<file path="src/rtl/signed_bcd_conv_v.sv">
// Signed two's-complement to sign + 3-digit BCD converter.
// Sequential double-dabble, one shift per clock, valid/ready handshake on
// both the input and output sides.
module signed_bcd_conv_v #(
  parameter int DATA_W = 8
) (
  input  logic                     i_clk,
  input  logic                     i_rst,
  input  logic signed [DATA_W-1:0] i_fu,
  input  logic                     i_valid,
  output logic                     o_ready,
  output logic                     o_sign,
  output logic [3:0]               o_bcd2,
  output logic [3:0]               o_bcd1,
  output logic [3:0]               o_bcd0,
  output logic                     o_valid,
  input  logic                     i_ready
);

  localparam int CNT_W = $clog2(DATA_W + 1);

  typedef enum logic [1:0] {
    IDLE,
    SHIFT,
    DONE
  } state_t;

  state_t              state;
  logic                sign_r;
  logic [DATA_W-1:0]   mag;
  logic [11:0]         scratch;
  logic [CNT_W-1:0]    cnt;

  logic [DATA_W-1:0]   mag_in;
  logic [11:0]         adj;
  logic [11+DATA_W:0]  shifted;

  // Magnitude is kept unsigned so the most negative input maps to +2^(DATA_W-1).
  assign mag_in = i_fu[DATA_W-1] ? $unsigned(-i_fu) : $unsigned(i_fu);

  // Input side is open only in IDLE and never while reset is asserted.
  assign o_ready = (state == IDLE) && !i_rst;

  // Double-dabble correction: add 3 to every BCD nibble that is 5 or more.
  always_comb begin
    adj = scratch;
    for (int unsigned i = 0; i < 3; i++) begin
      if (scratch[4*i +: 4] >= 4'd5) begin
        adj[4*i +: 4] = scratch[4*i +: 4] + 4'd3;
      end
    end
  end

  assign shifted = {adj, mag} << 1;

  // Control FSM, datapath registers and registered result outputs.
  always_ff @(posedge i_clk) begin
    if (i_rst) begin
      state   <= IDLE;
      sign_r  <= 1'b0;
      mag     <= '0;
      scratch <= '0;
      cnt     <= '0;
      o_valid <= 1'b0;
      o_sign  <= 1'b0;
      o_bcd2  <= '0;
      o_bcd1  <= '0;
      o_bcd0  <= '0;
    end else begin
      case (state)
        IDLE: begin
          if (i_valid) begin
            sign_r  <= i_fu[DATA_W-1];
            mag     <= mag_in;
            scratch <= '0;
            cnt     <= CNT_W'(DATA_W);
            state   <= SHIFT;
          end
        end
        SHIFT: begin
          scratch <= shifted[11+DATA_W:DATA_W];
          mag     <= shifted[DATA_W-1:0];
          cnt     <= cnt - CNT_W'(1);
          // Results come straight from the final shift so o_valid lands on
          // the same edge as the last step.
          if (cnt == CNT_W'(1)) begin
            state   <= DONE;
            o_sign  <= sign_r;
            o_bcd2  <= shifted[11+DATA_W -: 4];
            o_bcd1  <= shifted[7+DATA_W -: 4];
            o_bcd0  <= shifted[3+DATA_W -: 4];
            o_valid <= 1'b1;
          end
        end
        DONE: begin
          if (i_ready) begin
            state   <= IDLE;
            o_valid <= 1'b0;
          end
        end
        default: state <= IDLE;
      endcase
    end
  end

endmodule

</file>
<file path="config.mk">
export PLATFORM = sky130hd
export DESIGN_NAME = signed_bcd_conv_v
export DESIGN_NICKNAME = d
export VERILOG_FILES = /design/src/rtl/signed_bcd_conv_v.sv
export SDC_FILE = /design/constraint.sdc
export NUM_CORES = 1
export LEC_CHECK = 0
export ABC_CLOCK_PERIOD_IN_PS = 1520
export CORE_ASPECT_RATIO = 1.5
export CORE_MARGIN = 8
export CORE_UTILIZATION = 49
export DETAILED_ROUTE_END_ITERATION = 6
export PLACE_DENSITY = 0.87
export SLEW_MARGIN = 20
export SYNTH_ARGS = -nofsm -noshare
export SYNTH_HDL_FRONTEND = slang
export SYNTH_SLANG_ARGS = --single-unit
</file>
<file path="constraint.sdc">
create_clock -name i_clk -period 1.52 [get_ports i_clk]
set_input_delay 0.38 -clock i_clk [delete_from_list [all_inputs] [get_ports i_clk]]
set_output_delay 0.38 -clock i_clk [all_outputs]
set_load 0.05 [all_outputs]
</file>
Word level (Yosys, flattened, before mapping)
Cells that the tools add are included.
{"block": "word_totals", "reg_bits": 41, "out_inout_bits": 15}
{"block": "classes", "n_addsub": 5, "order_cmp": 3, "n_eq_ne": 6, "n_mux": 17, "n_reduce_logical": 10}
{"operator": "$pmux W12 S2", "count": 1}
{"operator": "$mux W8", "count": 2}
{"operator": "$pmux W8 S2", "count": 1}
{"operator": "$ge A4 B3 Y1 const B", "count": 3}
{"operator": "$mux W12", "count": 1}
{"operator": "$mux W4", "count": 3}
{"operator": "$add A4 B2 Y4 const B", "count": 2}
{"operator": "$neg A8 Y8", "count": 1}
{"operator": "$pmux W4 S2", "count": 1}
{"operator": "$mux W2", "count": 3}
{"operator": "$ne A2 B2 Y1 const B", "count": 3}
{"operator": "$pmux W2 S3", "count": 1}
{"operator": "$reduce_and A2 Y1", "count": 3}
{"operator": "$reduce_and A3 Y1", "count": 2}
{"operator": "$eq A4 B1 Y1 const B", "count": 1}
{"operator": "$reduce_bool A2 Y1", "count": 2}
{"operator": "$sub A4 B1 Y4 const B", "count": 1}
{"operator": "$add A3 B2 Y3 const B", "count": 1}
{"operator": "$mux W3", "count": 1}
{"operator": "$eq A2 B1 Y1 const B", "count": 1}
{"operator": "$eq A2 B2 Y1 const B", "count": 1}
{"operator": "$logic_not A2 Y1", "count": 1}
{"operator": "$mux W1", "count": 2}
{"operator": "$pmux W1 S2", "count": 1}
{"operator": "2 further kinds", "count": 2}

Logic depth before layout (Yosys ltp)
Gate-level depths: netlist (run 1).
{"block": "logic_depth", "depth_word": 4, "mapped_depth": 7}

Worst setup path before layout (run 1)
OpenSTA, ideal clock, no wires.
{"block": "synth_timing", "path_type": "input-to-output", "startpoint": "in i_rst", "endpoint": "out o_ready", "arrival_time_ps": 1795, "t_required_ps": 1140, "slack_ps": -655, "stages": 3, "n_path_buf": 2, "cell_sequence": "clkbuf_1 clkbuf_1 nor3_1"}
{"block": "synth_via", "elab_chain_len": 2}
{"element": "start: declaration", "line": "8", "rtl": "input logic i_rst,"}
{"element": "$logic_not A1 Y1", "line": "42", "rtl": "assign o_ready = (state == IDLE) && !i_rst;"}
{"element": "$logic_and A1 B1 Y1", "line": "42"}
{"element": "end: declaration", "line": "11", "rtl": "output logic o_ready,"}
No other way between the ends.

Worst setup path after layout (run 1)
{"block": "layout_timing", "startpoint": "reg cnt[1]", "endpoint": "reg o_bcd0[3]"}
{"block": "layout_via", "elab_chain_len": 2}
{"element": "start: declaration", "line": "32", "rtl": "logic [CNT_W-1:0] cnt;"}
{"element": "start signal: assignment", "line": "76", "rtl": "cnt <= CNT_W'(DATA_W);"}
{"element": "start signal: assignment", "line": "83", "rtl": "cnt <= cnt - CNT_W'(1);"}
{"element": "$eq A4 B1 Y1", "line": "86", "rtl": "if (cnt == CNT_W'(1)) begin"}
{"element": "$reduce_and A2 Y1 (no source line)"}
{"element": "end signal: assignment", "line": "91", "rtl": "o_bcd0 <= shifted[3+DATA_W -: 4];"}
{"element": "end: declaration", "line": "15", "rtl": "output logic [3:0] o_bcd0,"}
No other way between the ends.
A chain may end at the register's enable or synchronous reset.

==> results.txt, run 1 <==
----------------------------------------------------
[Power]
  Power per standard cell area ... between 700 and 800 nW/um^2
  Relative contribution of sequential cells to total power ... between 40% and 50%
  Static leakage ... around 1.2 nW
  Logic pwr share ... 19.5%
  Net switching power ... 0.000634 W
  Part of the total power dissipated in the clock network ... a little under a third
  Switching part of the total ... 27.3%
  Internal power ... 0.00169 W
  Highest ir drop seen on vdd ... 0.000790 V

[Synthesis]
  Number of warnings printed during yosys synthesis ... 0
  Yosys top cell area share ... 40.6%
  Cell type contributing the most total cell area after synthesis ... sky130_fd_sc_hd__dfxtp_1
  Largest family of logic cells by synthesized area ... simple AND/OR/NAND/NOR gates
  Post-synthesis cell area ... about 2000 sq um
  Dominant cells by area after synthesis ... sky130_fd_sc_hd__dfxtp_1 (41%), sky130_fd_sc_hd__ha_1 (5.6%), sky130_fd_sc_hd__a21oi_1 (5.4%)
  Mux contribution to synthesized area ... 1.11%
  Count of state elements after synthesis ... 41
  Number of flops mapped to enable cells by yosys ... 0
  Post-synth ARST share ... 0%
  Compound-Gate Fraction of Synth Area ... 20.7%
  Dominant synthesized flop cell ... sky130_fd_sc_hd__dfxtp_1
  Arithmetic-cell share of the synthesized area counting full adders, half adders and majority gates ... 5.57%
  Average cell area after synthesis ... 8.29 sq um
  Synthesized net count ... 265
  Post-synthesis cell count ... ~240
  Post-synthesis simple-gate area fraction ... 23.3%
  Sequential cell area fraction in the yosys report ... around two fifths
  Post-synthesis share of cell area spent on xor and xnor gates ... under 10%
  Library cells used by synthesis ... 46

[Setup path]
  Crit end category ... flip-flop
  Worst endpoint required time ... 1.73 ns
  FF-to-FF setup slack ... -0.09 ns
  Element type at the critical path start ... flip-flop
  Maximum cell stage delay along the critical path ... between 0.3 and 0.4 ns
  Arrival @ worst endpoint ... 1.81 ns
  Startpoint-to-endpoint class of the critical path ... reg2reg
  Critical Path, Cell by Cell ... inv_2 > ha_4 > or3b_4 > nor2_4 > buf_6 > nor2_1 > nor3_1
  Library cell contributing the largest single delay on the critical path ... sky130_fd_sc_hd__or3b_4
  Top delay family on crit path ... simple AND/OR/NAND/NOR gates
  Critical path fanouts, max ... 8
  Worst Path Buf+Inv ... 2

[Floorplanning]
  Effective utilization at floorplan ... 51.1%
  Row count ... 28
  Die Y ... 94.7 um
  I/O pin total ... 27
  Core box area ... 3960 sq um
  Area of the die ... between 6000 and 7000 sq um
  Die boundary width ... 68.5 um

[Layout]
  Count of placed standard cells in the final layout, fillers left out ... 348
  Total number of nets in the final design ... 324
  Most common cell after layout, fill and taps aside ... sky130_fd_sc_hd__buf_4
  Layout Utilization ... 75.4%
  Most frequent cells in the layout ... sky130_fd_sc_hd__buf_4 (39), sky130_fd_sc_hd__dfxtp_1 (36), sky130_fd_sc_hd__nand2_1 (19)
  Summed area of non-filler cells in the final layout ... 2990 sq um
  Number of antenna repair diodes ... 0
  Area Growth Syn to Fin ... 47.6%
  Share of final-layout standard cells stronger than drive strength 1 ... 31.7%

[Routing]
  Count of unresolved DRC violations after routing ... 0
  Drt pass-1 iters ... 7
  DR WL/cell ... between 15 and 20 um
  Final routed wirelength across all metal layers ... 5890 um
  Routed vias ... between 2000 and 2500
  Final ANT Viol Nets ... 0
  Number of DRC markers in iteration 0 ... 119
  Via-to-Cell Ratio ... a little over 6

[Place]
  Number of buffer cells added on primary ports ... 26
  # placed instances ... 338
  Placed wire-length estimate ... 3960 um
  Placer congestion estimate ... 0.836
  Placed Instance Area ... 2750 sq um

[Status]
  Failing checks ... setup timing
  Result of the run ... finished with violations

[Global routing]
  First-pass GRT wire length ... 9140 um
  Maximum number of pins on one net before global-route repair ... 20
  Initial antenna violation count ... 0
  Grt ovf ... 0
  Overall routing resource usage ... 18.3%
  Via count of the first global-routing pass ... around 2100

[Timing]
  Final setup violation count ... 4
  Final worst slack ... -0.0862 ns
  Final worst path period share ... 106%
  Setup TNS ... -0.144 ns
  Slew at the pin with the worst max-slew slack ... 0.312 ns
  Max-slew violation count ... 0
  Unrepaired setup endpoints after global routing ... true
  Fmax ... about 0.62 GHz
  Skew final ... approximately 0.0055 ns
  Post-route minimum period ... approximately 1.6 ns
  Headroom to the max-slew limit ... 79.0%
  Hold Violations, Final ... 0

[Clock network]
  Clock sink count ... 41
  Clock buffers created by TritonCTS ... 5
  CTS Hold Bufs ... 0
  CTS tree ... done
  Source-to-sink clock delay at the later pin of the worst-skew pair ... 0.30 ns
  Buffer depth of the longest clock path ... 2
  Clock-pin slew on the worst setup and hold paths ... 0.07 ns
  CTS root buf ... sky130_fd_sc_hd__clkbuf_8
  Deepest level of the CTS H-tree ... 2

[Flow run]
  Maximum capacitance violations ... 0

[Hold path]
  Worst Hold Class ... reg2reg

----------------------------------------------------
[layout make-up]
type / count / area, sq um
Sequential cell: 41 / 830
Tap cell: 45 / 56.3
Inverter: 13 / 48.8
Fill cell: 235 / 973
Multi-Input combinational cell: 173 / 1200
Timing Repair Buffer: 69 / 766
Clock buffer: 7 / 86.3
[worst paths after layout]
check                                         start                      to  cells past startpoint
worst max register to register  cnt[1]$_SDFFE_PP0P_  o_bcd0[3]$_SDFFE_PP0P_                      7
worst max-delay path            cnt[1]$_SDFFE_PP0P_  o_bcd0[3]$_SDFFE_PP0P_                      7
worst min register to register  mag[1]$_SDFFE_PP0P_     mag[1]$_SDFFE_PP0P_                      2
worst min-delay path            mag[1]$_SDFFE_PP0P_     mag[1]$_SDFFE_PP0P_                      2
[synth_stat cells, types with 2 or more instances]
cell / instances
sky130_fd_sc_hd__nor2_1: 16
sky130_fd_sc_hd__a211oi_1: 5
sky130_fd_sc_hd__o22ai_1: 3
sky130_fd_sc_hd__inv_1: 12
sky130_fd_sc_hd__nand2_1: 22
sky130_fd_sc_hd__nand4_1: 2
sky130_fd_sc_hd__mux2_2: 2
sky130_fd_sc_hd__dfxtp_1: 41
sky130_fd_sc_hd__nand2b_1: 5
sky130_fd_sc_hd__a22o_1: 2
sky130_fd_sc_hd__nor3b_1: 7
sky130_fd_sc_hd__nand3_1: 11
sky130_fd_sc_hd__buf_2: 6
sky130_fd_sc_hd__a22oi_1: 4
sky130_fd_sc_hd__or3b_1: 2
sky130_fd_sc_hd__nor3_1: 13
sky130_fd_sc_hd__and2_1: 2
sky130_fd_sc_hd__clkbuf_1: 8
sky130_fd_sc_hd__o31ai_1: 4
sky130_fd_sc_hd__o211ai_1: 2
sky130_fd_sc_hd__o21ai_0: 12
sky130_fd_sc_hd__a21oi_1: 22
sky130_fd_sc_hd__a222oi_1: 2
sky130_fd_sc_hd__o21ai_1: 3
sky130_fd_sc_hd__ha_1: 9
sky130_fd_sc_hd__xnor2_1: 5
sky130_fd_sc_hd__or3_1: 3
[cells by family after synthesis]
group,after synthesis
simple gates,90
compound gates,66
flops,41
buf+inv,30
fa+ha+maj,9
xor+xnor,6
mux,2
[sequential cells by signal, indices dropped and copies added, names as in the netlist]
register	flops
state	2
o_valid	1
cnt	4
o_bcd2	4
scratch	12
sign_r	1
mag	8
o_bcd1	4
o_sign	1
o_bcd0	4
[tightest hold or removal path: stages (launching register included)]
cell and delay [ns]:
sky130_fd_sc_hd__dfxtp_1 0.33, sky130_fd_sc_hd__nand2_1 0.06, sky130_fd_sc_hd__a21oi_1 0.05
[metal layers]
metal	wire length [um]	vias to the layer above	track usage (%)	part of all wire [%]
li1	-	984	-	-
met5	0	-	0	0
met2	3350	79	32.8	57
met4	197	0	14.9	3.3
met1	2030	1024	16.4	34
met3	316	14	4.74	5.4
[timing repair]
item	CTS	global route
gates cloned	0	0
pin swaps	10	7
endpoints found under the setup margin	20	28
gates resized for setup	25	15
buffers inserted	3	0
[metrics by stage]
step	hold WS, ns	total power, W	setup slack, ns
final	0.486	0.00232	-0.0862
after global routing	0.507	0.00241	-0.154
after CTS	0.490	0.00230	-0.00904
after detailed placement	0.459	0.00158	-0.557
after global placement	0.446	0.00156	-0.457
after floorplan	0.432	0.00137	0.0115
[power by group through the flow]
stage	sequential, W	combinational [W]	clock [W]
global route	0.00115	0.000486	0.000769
global placement	0.00116	0.000398	0
floorplan	0.00118	0.000195	0
detailed placement	0.00117	0.000409	0
CTS	0.00114	0.000425	0.000729
finish	0.00115	0.000452	0.000721
Note: power is estimated with default switching activity, not from simulation.
==> inputs of run 2 (changes only) <==
- PLACE_DENSITY: 0.87 -> 0.83
==> run 2 against run 1 <==
Against the previous run: the run still ends with setup timing left; global-route usage up 1.4 points; sequential power about the same; cell count up 3.2%; critical path type unchanged; largest power group unchanged.
==> results.txt, run 2 (synthesized netlist as in run 1, its figures left out) <==
----------------------------------------------------
[Setup path]
  Startpoint-to-endpoint class of the critical path ... reg2reg
  Logic depth of the worst register-to-register path ... 7 (unchanged)
  FF-to-FF setup slack ... -0.03 ns (+0.06 ns)
  Crit Reg-Reg Startpoint ... cnt[1]$_SDFFE_PP0P_
  Critical path fanouts, max ... 4 (-4)
  Worst R2R End ... o_sign$_SDFFE_PP0P_
  Arrival @ worst endpoint ... 1.78 ns (-0.03 ns)
  Worst endpoint required time ... 1.76 ns (+0.03 ns)
  Crit end category ... flip-flop
  Element type at the critical path start ... flip-flop

[Clock network]
  Clock sink count ... 41 (unchanged)
  Clock buffers created by TritonCTS ... 5 (unchanged)
  CTS root buf ... sky130_fd_sc_hd__clkbuf_8
  Clock-pin slew on the worst setup and hold paths ... 0.08 ns (about the same)
  Source-to-sink clock delay at the later pin of the worst-skew pair ... 0.30 ns (about the same)
  Buffer depth of the longest clock path ... 2 (unchanged)
  CTS Hold Bufs ... 0 (unchanged)
  CTS tree ... done
  Deepest level of the CTS H-tree ... 2 (unchanged)

[Routing]
  DR WL/cell ... 17.8 um (+4.9%)
  Drt pass-1 iters ... 4 (-3)
  Via-to-Cell Ratio ... 5.95 (-1.4%)
  Routed vias ... 2136 (+1.7%)
  Final ANT Viol Nets ... 0 (unchanged)
  Final routed wirelength across all metal layers ... 6370 um (+8.2%)
  Number of DRC markers in iteration 0 ... 93 (-22%)
  Count of unresolved DRC violations after routing ... 0 (unchanged)

[Floorplanning]
  Die boundary width ... 68.5 um (unchanged)
  Row count ... 28 (unchanged)
  Area of the die ... 6480 sq um (unchanged)
  Core box area ... 3960 sq um (unchanged)
  Effective utilization at floorplan ... 51.1% (unchanged)
  I/O pin total ... 27 (unchanged)
  Die Y ... 94.7 um (unchanged)

[Timing]
  Post-route minimum period ... 1.55 ns (-0.0594 ns)
  Final worst slack ... -0.0268 ns (+0.0594 ns)
  Unrepaired setup endpoints after global routing ... true
  Setup TNS ... -0.0568 ns (+0.0869 ns)
  Final worst path period share ... 102% (-3.9 points)
  Slew at the pin with the worst max-slew slack ... 0.293 ns (-0.0192 ns)
  Hold Violations, Final ... 0 (unchanged)
  Hold slack final ... 0.493 ns (+0.00650 ns)
  Fmax ... 0.646 GHz (+3.8%)
  Max-slew violation count ... 0 (unchanged)
  Skew final ... 0.00701 ns (+0.00154 ns)
  Final setup violation count ... 3 (-1)
  Headroom to the max-slew limit ... 80.3% (+1.3 points)

[Layout]
  Area Growth Syn to Fin ... 55.6%
  Total number of nets in the final design ... 334 (+3.1%)
  Number of flip-flops in the largest register ... 12 (unchanged)
  Share of final-layout standard cells stronger than drive strength 1 ... 39.8% (+8.1 points)
  Most common cell after layout, fill and taps aside ... sky130_fd_sc_hd__buf_4
  Most frequent cells in the layout ... sky130_fd_sc_hd__buf_4 (46), sky130_fd_sc_hd__dfxtp_1 (33), sky130_fd_sc_hd__nand2_1 (19)
  Largest registers ... scratch (12), mag (8)
  Count of placed standard cells in the final layout, fillers left out ... 359 (+3.2%)
  Number of antenna repair diodes ... 0 (unchanged)
  Largest register by flop count ... scratch

[Global routing]
  Overall routing resource usage ... 19.8% (+1.4 points)
  Maximum number of pins on one net before global-route repair ... 16 (-20%)
  Initial antenna violation count ... 0 (unchanged)
  Grt ovf ... 0 (unchanged)
  Via count of the first global-routing pass ... 2170 (+1.6%)
  First-pass GRT wire length ... 9910 um (+8.5%)

[Status]
  Failing checks ... setup timing
  Result of the run ... finished with violations

[Place]
  Placed wire-length estimate ... 4290 um (+8.2%)
  # placed instances ... 345 (+2.1%)
  Placer congestion estimate ... 0.818 (-2.2%)
  Number of buffer cells added on primary ports ... 26 (unchanged)

[Hold path]
  Worst Hold Class ... reg2reg
  Hold path startpoint ... mag[1]$_SDFFE_PP0P_
  Worst Hold Path EP ... mag[1]$_SDFFE_PP0P_
  Cell count of the worst hold path ... 2 (unchanged)

[Power]
  Power per standard cell area ... 810 nW/um^2 (+4.2%)
  Highest ir drop seen on vdd ... 0.000767 V (-2.9%)
  Static leakage ... 1.23 nW (+6.4%)

[Flow run]
  Maximum capacitance violations ... 0 (unchanged)

----------------------------------------------------
-- run 2: changes by cell type in the layout (fill, tap and decap cells not counted), moves of 4 or more --
cell / change
sky130_fd_sc_hd__buf_4: +7
sky130_fd_sc_hd__buf_6: +5
sky130_fd_sc_hd__nor3_1: -4
sky130_fd_sc_hd__nor3_2: +4
-- run 2: per-stage QoR --
step                total power, W  setup WS, ns  utilization [%]  cell area [sq um]
CTS                        0.00250      0.000436             76.4               3020
floorplan                  0.00137        0.0115                -               2040
global placement           0.00157        -0.460             70.1               2780
global route               0.00263        -0.110             79.5               3150
detailed placement         0.00159        -0.516             70.1               2780
finish                     0.00255       -0.0268             79.5               3150
-- run 2: how the worst max path moves through the flow --
stage	start	to	slack [ns]	cells after the start
4_1_cts	cnt[1]$_SDFFE_PP0P_	o_bcd2[3]$_SDFFE_PP0P_	0.0004	7
5_1_grt	cnt[1]$_SDFFE_PP0P_	o_bcd0[2]$_SDFFE_PP0P_	-0.11	7
3_5_place_dp	i_fu[0]	mag[6]$_SDFFE_PP0P_	-0.52	7
3_3_place_gp	i_fu[0]	mag[6]$_SDFFE_PP0P_	-0.46	7
2_1_floorplan	i_rst	o_ready	0.01	3
6_report	cnt[1]$_SDFFE_PP0P_	o_sign$_SDFFE_PP0P_	-0.03	7
-- run 2: layout make-up --
type / count / area [sq um]
well taps: 45 / 56.3
repair buffers: 79 / 833
flip-flops and latches: 41 / 836
clock buffers: 7 / 86.3
inverters: 13 / 48.8
fillers: 229 / 813
multi-input cells: 173 / 1250
clock inverters: 1 / 30.0
-- run 2: metal layers --
metal / up-vias / wire, um / GRT usage (%)
met5: - / 0 / 0
met1: 1046 / 2330 / 19.1
met3: 23 / 233 / 3.80
li1: 1000 / - / -
met2: 67 / 3510 / 36.1
met4: 0 / 295 / 12.5
-- run 2: what timing repair did --
item	in CTS	in global routing
buffers inserted	4	2
gates resized for setup	36	34
setup endpoints to repair	24	28
pin swaps	8	11
-- run 2: critical path, stage by stage (launching register included) --
cell and delay, ns:
sky130_fd_sc_hd__dfxtp_2 0.33, sky130_fd_sc_hd__inv_2 0.08, sky130_fd_sc_hd__ha_4 0.13, sky130_fd_sc_hd__or3b_4 0.39, sky130_fd_sc_hd__nor2_4 0.19, sky130_fd_sc_hd__buf_6 0.16, sky130_fd_sc_hd__nand2_1 0.08, sky130_fd_sc_hd__a21oi_2 0.12
-- run 2: power by group --
part           switching (W)  leakage [nW]  internal, W
Combinational       0.000249         0.836     0.000237
Sequential         0.0000328         0.337      0.00111
Clock               0.000385        0.0585     0.000536
==> inputs of run 3 (changes only) <==
- ABC_CLOCK_PERIOD_IN_PS: 1520 -> 1400
- clock period: 1.52 -> 1.4 ns (I/O delays scaled with it)
==> run 3 against run 2 <==
Against the previous run: the run still ends with setup timing left; routed wire length increased by 23%; clock skew about the same; cell count increased by 4.5%; register-to-register slack got worse by 0.23 ns; power increased by 5.0%; fmax decreased by 6.7%; worst hold slack got worse by 0.032 ns; critical endpoint is now scratch[3]$_SDFFE_PP0P_.
==> results.txt, run 3 (synthesized netlist as in run 1, its figures left out) <==
----------------------------------------------------
[Timing]
  Hold Violations, Final ... 0 (unchanged)
  Final worst slack ... -0.258 ns (-0.231 ns)
  Headroom to the max-slew limit ... 77.3% (-3.0 points)
  Skew final ... 0.00694 ns (-0.0000613 ns)
  Post-route minimum period ... 1.66 ns (+0.111 ns)
  Slew at the pin with the worst max-slew slack ... 0.338 ns (+0.0444 ns)
  Final worst path period share ... 118% (+17 points)
  Unrepaired setup endpoints after global routing ... true
  Fmax ... 0.603 GHz (-6.7%)
  Max-slew violation count ... 0 (unchanged)
  Final setup violation count ... 24 (+21)

[Setup path]
  Crit end category ... flip-flop
  Logic depth of the worst register-to-register path ... 6 (-1)
  Maximum cell stage delay along the critical path ... 0.35 ns (-0.04 ns)
  Critical Path, Cell by Cell ... buf_6 > nand2b_2 > buf_4 > nor3_1 > o21ai_1 > a21oi_2
  Element type at the critical path start ... flip-flop
  Library cell contributing the largest single delay on the critical path ... sky130_fd_sc_hd__dfxtp_4
  Worst endpoint required time ... 1.63 ns (-0.13 ns)
  Startpoint-to-endpoint class of the critical path ... reg2reg
  Critical path fanouts, max ... 6 (+2)
  Arrival @ worst endpoint ... 1.89 ns (+0.11 ns)

[Layout]
  Total number of nets in the final design ... 350 (+4.8%)
  Number of antenna repair diodes ... 0 (unchanged)
  Largest register by flop count ... scratch
  Most common cell after layout, fill and taps aside ... sky130_fd_sc_hd__buf_4
  Area Growth Syn to Fin ... 69.2%
  Filler cell count in the final layout ... 180 (-21%)
  Total area of sequential cells ... 840 sq um (+0.45%)
  Number of flip-flops in the largest register ... 12 (unchanged)
  Largest registers ... scratch (12), mag (8)
  Count of placed standard cells in the final layout, fillers left out ... 375 (+4.5%)
  Most frequent cells in the layout ... sky130_fd_sc_hd__buf_4 (52), sky130_fd_sc_hd__dfxtp_1 (32), sky130_fd_sc_hd__nand2_1 (21)
  Share of final-layout standard cells stronger than drive strength 1 ... 46.4% (+6.6 points)
  Area of the multi-input gates ... 1400 sq um (+11%)

[Place]
  # placed instances ... 351 (+1.7%)
  Number of buffer cells added on primary ports ... 26 (unchanged)
  Placer congestion estimate ... 0.814 (-0.49%)
  Placed wire-length estimate ... 4160 um (-3.0%)

[Status]
  Failing checks ... setup timing
  Result of the run ... finished with violations

[Clock network]
  Clock-pin slew on the worst setup and hold paths ... 0.08 ns (about the same)
  Buffer depth of the longest clock path ... 2 (unchanged)
  Deepest level of the CTS H-tree ... 2 (unchanged)
  Source-to-sink clock delay at the later pin of the worst-skew pair ... 0.30 ns (about the same)
  Clock sink count ... 41 (unchanged)
  CTS root buf ... sky130_fd_sc_hd__clkbuf_8
  Clock buffers created by TritonCTS ... 5 (unchanged)
  CTS tree ... done

[Floorplanning]
  Die boundary width ... 68.5 um (unchanged)
  I/O pin total ... 27 (unchanged)
  Core box area ... 3960 sq um (unchanged)
  Area of the die ... 6480 sq um (unchanged)
  Die Y ... 94.7 um (unchanged)
  Effective utilization at floorplan ... 51.1% (unchanged)
  Row count ... 28 (unchanged)

[Power]
  Total power after layout ... 0.00268 W (+5.0%)
  Static leakage ... 1.33 nW (+7.9%)
  Highest ir drop seen on vdd ... 0.000756 V (-1.5%)
  Power per standard cell area ... 782 nW/um^2 (-3.5%)

[Global routing]
  First-pass GRT wire length ... 10000 um (+0.91%)
  Overall routing resource usage ... 20.0% (+0.21 points)
  Initial antenna violation count ... 0 (unchanged)
  Grt ovf ... 0 (unchanged)
  Via count of the first global-routing pass ... 2156 (-0.65%)
  Maximum number of pins on one net before global-route repair ... 14 (-2)

[Hold path]
  Cell count of the worst hold path ... 2 (unchanged)
  Worst Hold Class ... reg2reg

[Routing]
  Drt pass-1 iters ... 5 (+1)
  Final ANT Viol Nets ... 0 (unchanged)
  Final routed wirelength across all metal layers ... 7830 um (+23%)
  DR WL/cell ... 20.9 um (+18%)
  Count of unresolved DRC violations after routing ... 0 (unchanged)
  Via-to-Cell Ratio ... 6.28 (+5.5%)
  Routed vias ... 2355 (+10%)
  Number of DRC markers in iteration 0 ... 181 (+95%)

[Flow run]
  Maximum capacitance violations ... 0 (unchanged)

----------------------------------------------------
[run 3: cell count changes in the layout (fill, tap and decap cells not counted), moves of 3 or more]
cell,before,now
sky130_fd_sc_hd__buf_4,46,52
sky130_fd_sc_hd__buf_6,7,17
sky130_fd_sc_hd__nand2b_1,5,1
sky130_fd_sc_hd__nand2b_4,0,3
sky130_fd_sc_hd__nor3b_4,0,3
[run 3: area by class of cell]
cell class	instances	area share [%]
Inverter	13	1.61
Clock buffer	8	2.34
Sequential cell	41	24.5
Timing Repair Buffer	95	29.1
Multi-Input combinational cell	173	40.8
Tap cell	45	1.65
[run 3: worst paths after layout]
kind	endpoint	startpoint	slack (ns)
hold reg to reg	scratch[9]$_SDFFE_PP0P_	scratch[9]$_SDFFE_PP0P_	0.46
hold / removal	scratch[9]$_SDFFE_PP0P_	scratch[9]$_SDFFE_PP0P_	0.46
setup / recovery	scratch[3]$_SDFFE_PP0P_	state[1]$_SDFFE_PP0P_	-0.26
setup reg to reg	scratch[3]$_SDFFE_PP0P_	state[1]$_SDFFE_PP0P_	-0.26
[run 3: critical path, delay by kind of cell, from the launching register on]
family                 cells  cell delay, ns
AO/OA/AOI/OAI              2            0.39
AND/OR/NAND/NOR            2            0.50
flip-flops                 1            0.35
buffers and inverters      2            0.33
[run 3: metal layers]
| metal | part of all wire (%) | vias up | global-route usage (%) | routed length, um |
|---|---|---|---|---|
| met4 | 7.1 | 0 | 12.7 | 552 |
| li1 | - | 1044 | - | - |
| met3 | 6.7 | 50 | 3.56 | 527 |
| met1 | 35 | 1132 | 20.3 | 2700 |
| met5 | 0 | - | 0 | 0 |
| met2 | 52 | 129 | 35.6 | 4040 |
[run 3: stage by stage]
stage	util [%]	hold slack, ns	setup TNS (ns)	area [sq um]	setup WS, ns
2_1_floorplan	-	0.432	-0.0407	2120	-0.0360
3_3_place_gp	72.9	0.438	-8.17	2890	-0.506
3_5_place_dp	72.9	0.449	-9.78	2890	-0.571
4_1_cts	78.4	0.459	-0.951	3110	-0.102
5_1_grt	86.4	0.491	-3.79	3420	-0.303
6_report	86.4	0.460	-2.54	3420	-0.258
[run 3: timing repair]
item,CTS,global route
gates cloned,0,0
gates resized for setup,38,55
hold buffers,0,0
endpoints found under the setup margin,31,33
pin swaps,14,18
setup buffers,5,13
[run 3: power by group]
part	internal, W	switching [W]	leakage [nW]
Clock	0.000355	0.000419	0.0395
Sequential	0.00120	0.0000402	0.338
Combinational	0.000328	0.000331	0.952
Total	0.00189	0.000790	1.33
